## src/rtl/dma_desc_fetcher.sv

```systemverilog
// Descriptor-chain fetcher: reads 5-word descriptors over AXI AR/R and feeds them
// field by field to the DMA register block, then waits for EOT and follows the chain.
module dma_desc_fetcher #(
    parameter int ADDR_W = 32,
    parameter int DATA_W = 32,
    parameter int LEN_W  = 4
) (
    input  logic              clk,
    input  logic              rst,
    input  logic              start,
    input  logic [ADDR_W-1:0] desc_base,
    output logic [ADDR_W-1:0] ARADDR,
    output logic [LEN_W-1:0]  ARLEN,
    output logic [2:0]        ARSIZE,
    output logic [1:0]        ARBURST,
    output logic              ARVALID,
    input  logic              ARREADY,
    input  logic [DATA_W-1:0] RDATA,
    input  logic [1:0]        RRESP,
    input  logic              RLAST,
    input  logic              RVALID,
    output logic              RREADY,
    output logic [DATA_W-1:0] DESC_input,
    output logic [3:0]        sel,
    output logic              isTransferring,
    input  logic              EOT,
    output logic              busy,
    output logic              chain_done,
    output logic              desc_err
);

    typedef enum logic [2:0] {IDLE, AR, RD, XFER, ERR} state_t;

    state_t            state;
    logic [2:0]        beat;
    logic [DATA_W-1:0] dma_len;
    logic [ADDR_W-1:0] next_desc;
    logic              eoc;

    logic              rbeat;
    logic              last_beat;
    logic              beat_bad;
    logic              do_chain;
    logic              chain_eoc;

    assign ARLEN   = LEN_W'(4);
    assign ARSIZE  = 3'b010;
    assign ARBURST = 2'b01;
    assign busy    = (state != IDLE);

    // A beat is bad on a non-OKAY response or when RLAST disagrees with beat 4.
    always_comb begin
        rbeat     = RVALID && RREADY;
        last_beat = (beat == 3'd4);
        beat_bad  = (RRESP != 2'b00) || (RLAST != last_beat);
        do_chain  = 1'b0;
        chain_eoc = eoc;
        if (state == RD && rbeat && last_beat && !beat_bad && dma_len == '0) begin
            do_chain  = 1'b1;
            chain_eoc = RDATA[0];
        end else if (state == XFER && isTransferring && EOT) begin
            do_chain  = 1'b1;
        end
    end

    always_ff @(posedge clk or negedge rst) begin
        if (!rst) begin
            state          <= IDLE;
            beat           <= 3'd0;
            dma_len        <= '0;
            next_desc      <= '0;
            eoc            <= 1'b0;
            ARADDR         <= '0;
            ARVALID        <= 1'b0;
            RREADY         <= 1'b0;
            DESC_input     <= '0;
            sel            <= 4'd0;
            isTransferring <= 1'b0;
            chain_done     <= 1'b0;
            desc_err       <= 1'b0;
        end else begin
            sel        <= 4'd0;
            chain_done <= 1'b0;
            case (state)
                IDLE: begin
                    if (start) begin
                        ARADDR   <= desc_base;
                        ARVALID  <= 1'b1;
                        desc_err <= 1'b0;
                        state    <= AR;
                    end
                end
                AR: begin
                    if (ARREADY) begin
                        ARVALID <= 1'b0;
                        RREADY  <= 1'b1;
                        beat    <= 3'd0;
                        state   <= RD;
                    end
                end
                RD: begin
                    if (rbeat) begin
                        if (beat_bad) begin
                            desc_err <= 1'b1;
                            if (RLAST) begin
                                RREADY <= 1'b0;
                                state  <= IDLE;
                            end else begin
                                state  <= ERR;
                            end
                        end else begin
                            sel        <= {1'b0, beat} + 4'd1;
                            DESC_input <= RDATA;
                            beat       <= beat + 3'd1;
                            case (beat)
                                3'd2:    dma_len   <= RDATA;
                                3'd3:    next_desc <= ADDR_W'(RDATA);
                                3'd4:    eoc       <= RDATA[0];
                                default: ;
                            endcase
                            // Zero-length descriptors skip XFER; do_chain handles them below.
                            if (last_beat) begin
                                RREADY <= 1'b0;
                                if (dma_len != '0)
                                    state <= XFER;
                            end
                        end
                    end
                end
                XFER: begin
                    // First XFER cycle carries the sel=5 write, so the transfer starts one cycle later.
                    if (!isTransferring)
                        isTransferring <= 1'b1;
                    else if (EOT)
                        isTransferring <= 1'b0;
                end
                ERR: begin
                    if (rbeat && RLAST) begin
                        RREADY <= 1'b0;
                        state  <= IDLE;
                    end
                end
                default: state <= IDLE;
            endcase

            if (do_chain) begin
                if (chain_eoc) begin
                    chain_done <= 1'b1;
                    state      <= IDLE;
                end else if (next_desc[1:0] != 2'b00) begin
                    desc_err   <= 1'b1;
                    state      <= IDLE;
                end else begin
                    ARADDR     <= next_desc;
                    ARVALID    <= 1'b1;
                    state      <= AR;
                end
            end
        end
    end

endmodule

```

## config.mk

```make
export PLATFORM = sky130hd
export DESIGN_NAME = dma_desc_fetcher
export DESIGN_NICKNAME = d
export VERILOG_FILES = /design/src/rtl/dma_desc_fetcher.sv
export SDC_FILE = /design/constraint.sdc
export NUM_CORES = 1
export LEC_CHECK = 0
export CORE_MARGIN = 1.5
export CORE_UTILIZATION = 51
export CTS_BUF_LIST = sky130_fd_sc_hd__clkbuf_4
export DETAILED_ROUTE_END_ITERATION = 8
export GPL_TIMING_DRIVEN = 0
export HOLD_SLACK_MARGIN = 0.1
export MAX_ROUTING_LAYER = met4
export PLACE_DENSITY = 0.82
export SLEW_MARGIN = 20
export SYNTH_ARGS = -nofsm -noshare
export SYNTH_HDL_FRONTEND = slang
export SYNTH_SLANG_ARGS = --single-unit
```

## constraint.sdc

```tcl
create_clock -name clk -period 2.9 [get_ports clk]
set_input_delay 0.29 -clock clk [delete_from_list [all_inputs] [get_ports clk]]
set_output_delay 0.29 -clock clk [all_outputs]
set_load 0.05 [all_outputs]
```

==> metrics.txt, run 1 <==
max incr delay on CP roughly 0.7 ns; gr ovfl total 0; Max Buffers Root-to-Sink 2; vias around 4500; status complete, no violations; Iter 0 DRT Violations about 240; Wirelength per Cell between 15 and 20 um; Die Span X between 100 and 150 um; clock skew ~0.026 ns; Seq cells post-synth 144; VDD IR max approximately 0.63 mV; Post-DRT Antenna Nets 0; Hold Crit Class input port to asynchronous set/reset pin; routability cong. ~0.87; placed cell count between 800 and 900; row cnt 40; synth warn 0; IO Port Bufs about 150; # clock sinks around 140; vias per cell ~5.1; final non-filler cell area approximately 8400 um^2; DP Wirelength around 11000 um; Starting Density 0.525; TritonCTS clock tree yes; crit path kind flop to output port; layout cells sized above 1 0.226; Nets between 700 and 800; CP max-delay cell clkdlybuf4s50_1; largest net degree at the start of global routing 82; post-synthesis sequential area ratio 0.567; total power approximately 8 mW; final setup fails 0; pre-CTS setup slack 0.355 ns; final worst-path setup slack around 0.42 ns; WP data required between 2 and 3 ns; initial antenna violation count 0; Critical Path AT 2.19 ns; DP Area 8090 um^2; chip height 115 um; LEAKAGE just under 4 nW; CTS Buf Count 17; CORE AREA ~12000 um^2; setup TNS 0 ns; crit-path max FO 10; Post-CTS Setup Repair Bufs 0; PD cells just under 1000 nW/um^2; Die ar. 13100 um^2; clock-pin slew on the worst setup and hold paths about 0.14 ns; fin util 0.689; final hold viol count 0; max-slew violation count 0; Skew-Pair Late Insertion Delay 0.53 ns; Root Buffer clkbuf_4; TritonRoute pass-1 iters 5; fmax around 0.40 GHz; RSZ-0062 raised after global routing no; Non-Filler Instances 886; slew margin rel. 0.593; CP cell instances buf_2 > nor2_1 > nand2_1 > clkdlybuf4s50_1; Worst Setup End Kind output port; mapped cell area between 6000 and 7000 um^2; Mean Syn Cell Area around 12 um^2; Max Cap Violations 0; minimum clock period 2.48 ns; critical path launch point type flop; first-pass GRT wire length between 20000 and 25000 um; GRT Util Overall 0.243; ys flop type dfrtp_1; cells after synthesis between 500 and 600; cell count of the worst reg-to-reg path 9; # IOs around 160; area grow syn2layout 31.3%; Routed WL approximately 15000 um; vias in the first global route ~4700; fin crit share 0.856; H-tree Lvls 4; CTS Hold Buffers Added 1; post-synthesis cell type count 45; Remaining DRCs 0; EDFF count, synth 0; ant diodes 0; WHS approximately 0.3 ns; Worst-Margin Slew just over 0.6 ns; asr flop ratio synth 1.00; post-cts sizing count 0
-- area by class of cell --
| class | instances | area, um^2 |
|---|---|---|
| Multi-Input combinational cell | 353 | 2500 |
| Timing Repair Buffer | 148 | 1500 |
| Buffer | 36 | 256 |
| Clock buffer | 18 | 135 |
| Clock inverter | 13 | 115 |
| Inverter | 6 | 22.5 |
| Tap cell | 168 | 210 |
| Sequential cell | 144 | 3600 |
| Fill cell | 932 | 3760 |
-- sequential cells by signal, summed over array words and instances (netlist names) --
register        cells
ARADDR             32
DESC_input         32
dma_len            32
next_desc          32
sel                 4
beat                3
state               3
ARVALID             1
RREADY              1
chain_done          1
desc_err            1
eoc                 1
isTransferring      1
-- worst max-delay path, delay by kind of cell (launching register included) --
| kind | cells | cell delay [ns] |
|---|---|---|
| buffers and inverters | 2 | 0.90 |
| DFF | 1 | 0.43 |
| and+or+nand+nor | 2 | 0.35 |
-- worst paths after layout --
path,slack (ns),start,endpoint
setup / recovery,0.42,state[2],busy
hold / removal,0.31,rst,ARADDR[31]
setup reg to reg,0.43,beat[0],ARADDR[11]
hold reg to reg,0.48,DESC_input[15],DESC_input[15]
max in group asynchronous,1.88,rst,dma_len[13]
min in group clk,0.34,RDATA[7],DESC_input[7]
-- placed cells by master (no fill, tap or decap), types with 2 or more instances in the layout --
master           instances
nand4_1                  3
nor2_2                  30
o21ai_0                  8
ha_1                     4
mux2_1                  30
buf_6                    9
inv_1                    6
o21a_1                   2
a21oi_2                 30
a31oi_1                  3
nand2_1                103
a21oi_1                  6
and3_1                   4
nor2b_1                  3
clkdlybuf4s50_1        145
dfrtp_1                144
clkbuf_1                 6
nor2_1                  15
a21o_1                   2
nand3_1                  3
o31ai_1                  2
inv_6                    2
buf_2                   10
clkinvlp_4               6
mux2i_1                 32
clkinv_2                 2
nor4_1                  10
buf_4                   11
o22a_1                   2
conb_1                   9
clkbuf_4                18
mux2_2                  34
-- metal layers --
metal | vias up | wire length, um | track usage
li1 | 2153 | - | -
met1 | 2235 | 6470 | 0.305
met2 | 142 | 7270 | 0.394
met3 | 13 | 773 | 0.0593
met4 | 0 | 154 | 0.0725
met5 | - | 0 | -
-- synthesized netlist by cell type (2+ instances only) --
master,number,area [um^2]
a21oi_1,6,30.0
o31ai_1,2,15.0
dfrtp_1,144,3600
a31oi_1,3,18.8
and3_1,4,25.0
nand2_1,103,387
inv_1,6,22.5
nor2_2,30,188
o21ai_0,8,40.0
nor2b_1,3,18.8
o21a_1,2,15.0
mux2_1,30,338
buf_2,10,50.1
nand3_1,3,15.0
buf_4,11,82.6
conb_1,2,7.51
nand4_1,3,18.8
ha_1,4,50.1
mux2i_1,32,320
buf_6,9,101
nor4_1,10,62.6
a21o_1,2,15.0
nor2_1,15,56.3
clkbuf_1,6,22.5
mux2_2,34,383
a21oi_2,30,263
o22a_1,2,17.5
-- power by group --
| part | internal [mW] | switching (mW) | leakage (nW) | total, mW |
|---|---|---|---|---|
| combinational | 1.47 | 2.68 | 1.94 | 4.15 |
| clock | 0.428 | 0.738 | 0.120 | 1.17 |
| sequential | 2.51 | 0.293 | 1.91 | 2.81 |
| total | 4.41 | 3.71 | 3.96 | 8.12 |
-- cells by family after synthesis --
family,synth area share
flip-flops,0.567
other,0.00118
buffers and inverters,0.0439
AO/OA/AOI/OAI,0.0834
multiplexers,0.164
AND/OR/NAND/NOR,0.133
adder cells (fa/ha/maj),0.00787
Power figures use the tool's default switching activity.
==> run 2: changes to the inputs <==
--- a/config.mk
+++ b/config.mk
@@ -13,7 +13,7 @@
 export HOLD_SLACK_MARGIN = 0.1
 export MAX_ROUTING_LAYER = met4
 export PLACE_DENSITY = 0.82
-export SLEW_MARGIN = 20
+export SLEW_MARGIN = 25
 export SYNTH_ARGS = -nofsm -noshare
 export SYNTH_HDL_FRONTEND = slang
 export SYNTH_SLANG_ARGS = --single-unit
==> results of run 2 <==
The final DEF is identical to that of run 1; final timing and power are the same.
==> run 3: changes to the inputs <==
--- a/config.mk
+++ b/config.mk
@@ -5,14 +5,14 @@
 export SDC_FILE = /design/constraint.sdc
 export NUM_CORES = 1
 export LEC_CHECK = 0
-export CORE_MARGIN = 1.5
+export CAP_MARGIN = 20
 export CORE_UTILIZATION = 51
 export CTS_BUF_LIST = sky130_fd_sc_hd__clkbuf_4
 export DETAILED_ROUTE_END_ITERATION = 8
 export GPL_TIMING_DRIVEN = 0
 export HOLD_SLACK_MARGIN = 0.1
 export MAX_ROUTING_LAYER = met4
-export PLACE_DENSITY = 0.82
+export PLACE_DENSITY = 0.92
 export SLEW_MARGIN = 25
 export SYNTH_ARGS = -nofsm -noshare
 export SYNTH_HDL_FRONTEND = slang
==> run 3 against run 2 <==
Clock skew fell by 0.0080 ns. Critical endpoint is now ARADDR[15]. Hold slack got worse by 0.056 ns. Clock-buffer cell count grew 1. Core utilization grew 0.14 points. Global-route usage up 1.1 points. Sequential power is essentially flat. Combinational power hardly changed. First-iteration DRC count up 3.7%. Via count grew 1.6%. Largest cell class unchanged. Cell count increased by 0.11%. Cell area down 0.21%. Non-clock buffer count is the same.
==> metrics.txt, run 3 (synthesized netlist as in run 1, its figures left out) <==
CP delay by family, top compound AO/OA/AOI/OAI gates; final worst-path setup slack about 0.33 ns; Die Span X roughly 110 um; fmax ~0.4 GHz; Iter 0 DRT Violations about 250; Worst Setup End Kind flop; ant diodes 0; Switching Fraction 0.463; chip height around 110 um; CP max-delay cell dfrtp_1; clock-pin slew on the worst setup and hold paths about 0.13 ns; status complete, no violations; vias per cell about 5.2; fin util 0.691; Net Switching 3.74 mW; WP data required 3.33 ns; CP cell instances inv_1 > ha_1 > a21oi_1 > o2111ai_4 > nor2_2 > a41oi_4 > buf_6 > nor2_2 > a21oi_2; commonest non-fill, non-tap cell in the layout clkdlybuf4s50_1; Remaining DRCs 0; minimum clock period 2.57 ns; Root Buffer clkbuf_4; max-slew violation count 0; Worst-Margin Slew around 0.56 ns; critical path launch point type flop; PD cells ~970 nW/um^2; clock skew between 0.015 and 0.02 ns; GRT Util Overall 0.255; Max Cap Violations 0; area of the multi-input gates between 2000 and 3000 um^2; # clock sinks 144; Top cell by count, worst path nor2_2; crit-path max FO 10; Post-CTS Setup Repair Bufs 0; area grow syn2layout 31.0%; gr ovfl total 0; clock share of power 0.136; first-pass GRT wire length 24400 um; total power 8.08 mW; DP Wirelength roughly 11000 um; Starting Density 0.527; H-tree Lvls 4; Nets between 700 and 800; vias in the first global route slightly below 5000; initial antenna violation count 0; most frequent cells in the layout 145 x clkdlybuf4s50_1, 144 x dfrtp_1, 103 x nand2_1; largest net degree at the start of global routing 86; IO Port Bufs around 150; final setup fails 0; # IOs between 150 and 200; final hold viol count 0; Post-DRT Antenna Nets 0; Fillers ~890; row cnt 40; Gate power share 0.516; VDD IR max 0.591 mV; CORE AREA about 12000 um^2; CTS Buf Count 17; vias around 4600; TritonRoute pass-1 iters 4; max incr delay on CP around 0.41 ns; routability cong. around 0.85; Register Area approximately 3600 um^2; slew margin rel. 0.627; LEAKAGE approximately 4.0 nW; layout cells sized above 1 0.227; RSZ-0062 raised after global routing no; WHS roughly 0.25 ns; Sequential Power Share 0.348; pre-CTS setup slack about 0.26 ns; Routed WL about 15000 um; Pint between 4 and 5 mW; crit path kind flop to flop; Wirelength per Cell approximately 17 um; TritonCTS clock tree yes; Skew-Pair Late Insertion Delay ~0.54 ns; Hold Crit Class input port to asynchronous set/reset pin; Die ar. around 13000 um^2; Critical Path AT around 3 ns; fin crit share 0.886; WP buf/inv 2; Max Buffers Root-to-Sink 2
## run 3: worst paths after layout
path	slack, ns	endpoint	from	cells after the start
hold reg to reg	0.48	DESC_input[31]	DESC_input[31]	2
hold / removal	0.25	ARADDR[25]	rst	2
max in group asynchronous	1.89	DESC_input[6]	rst	3
min in group clk	0.35	DESC_input[13]	RDATA[13]	3
setup / recovery	0.33	ARADDR[15]	beat[0]	9
setup reg to reg	0.33	ARADDR[15]	beat[0]	9
## run 3: worst reg2reg max path: stages, from the launching register on
cell and delay [ns]:
dfrtp_1 0.41, inv_1 0.11, ha_1 0.25, a21oi_1 0.39
o2111ai_4 0.26, nor2_2 0.28, a41oi_4 0.32, buf_6 0.27
nor2_2 0.13, a21oi_2 0.04
## run 3: through the flow
step                      TNS [ns]  std cells  instance area, um^2
after floorplan                  0        539                 6390
after global placement     -545.19        853                 8060
after detailed placement         0        854                 8090
after CTS                        0        887                 8330
after global routing             0        887                 8330
final                            0        887                 8330
## run 3: what timing repair did
action                                 in CTS  in global routing
hold buffers                                1                  0
resized for setup                           0                  0
endpoints found under the hold margin      69                  0
## run 3: routing by layer
layer	up-vias	share of wire	GRT usage	wire length, um
met4	0	0.028	0.112	426
met3	41	0.059	0.0515	887
met2	182	0.49	0.409	7410
li1	2145	-	-	-
met1	2246	0.42	0.314	6310
met5	-	0	-	0
## run 3: layout make-up
cell class / instances / share of cell area
flip-flops and latches: 144 / 0.432
multi-input cells: 353 / 0.300
repair buffers: 148 / 0.180
plain buffers: 36 / 0.0308
well taps: 168 / 0.0252
clock buffers: 19 / 0.0171
clock inverters: 13 / 0.0108
inverters: 6 / 0.00270
## run 3: power by group through the flow
stage / Clock [mW] / Sequential [mW] / Combinational, mW
4_1_cts: 1.11 / 2.81 / 4.18
3_3_place_gp: 0 / 2.81 / 4.06
6_report: 1.10 / 2.81 / 4.17
5_1_grt: 1.21 / 2.87 / 4.40
3_5_place_dp: 0 / 2.85 / 4.17
2_1_floorplan: 0 / 4.29 / 1.33
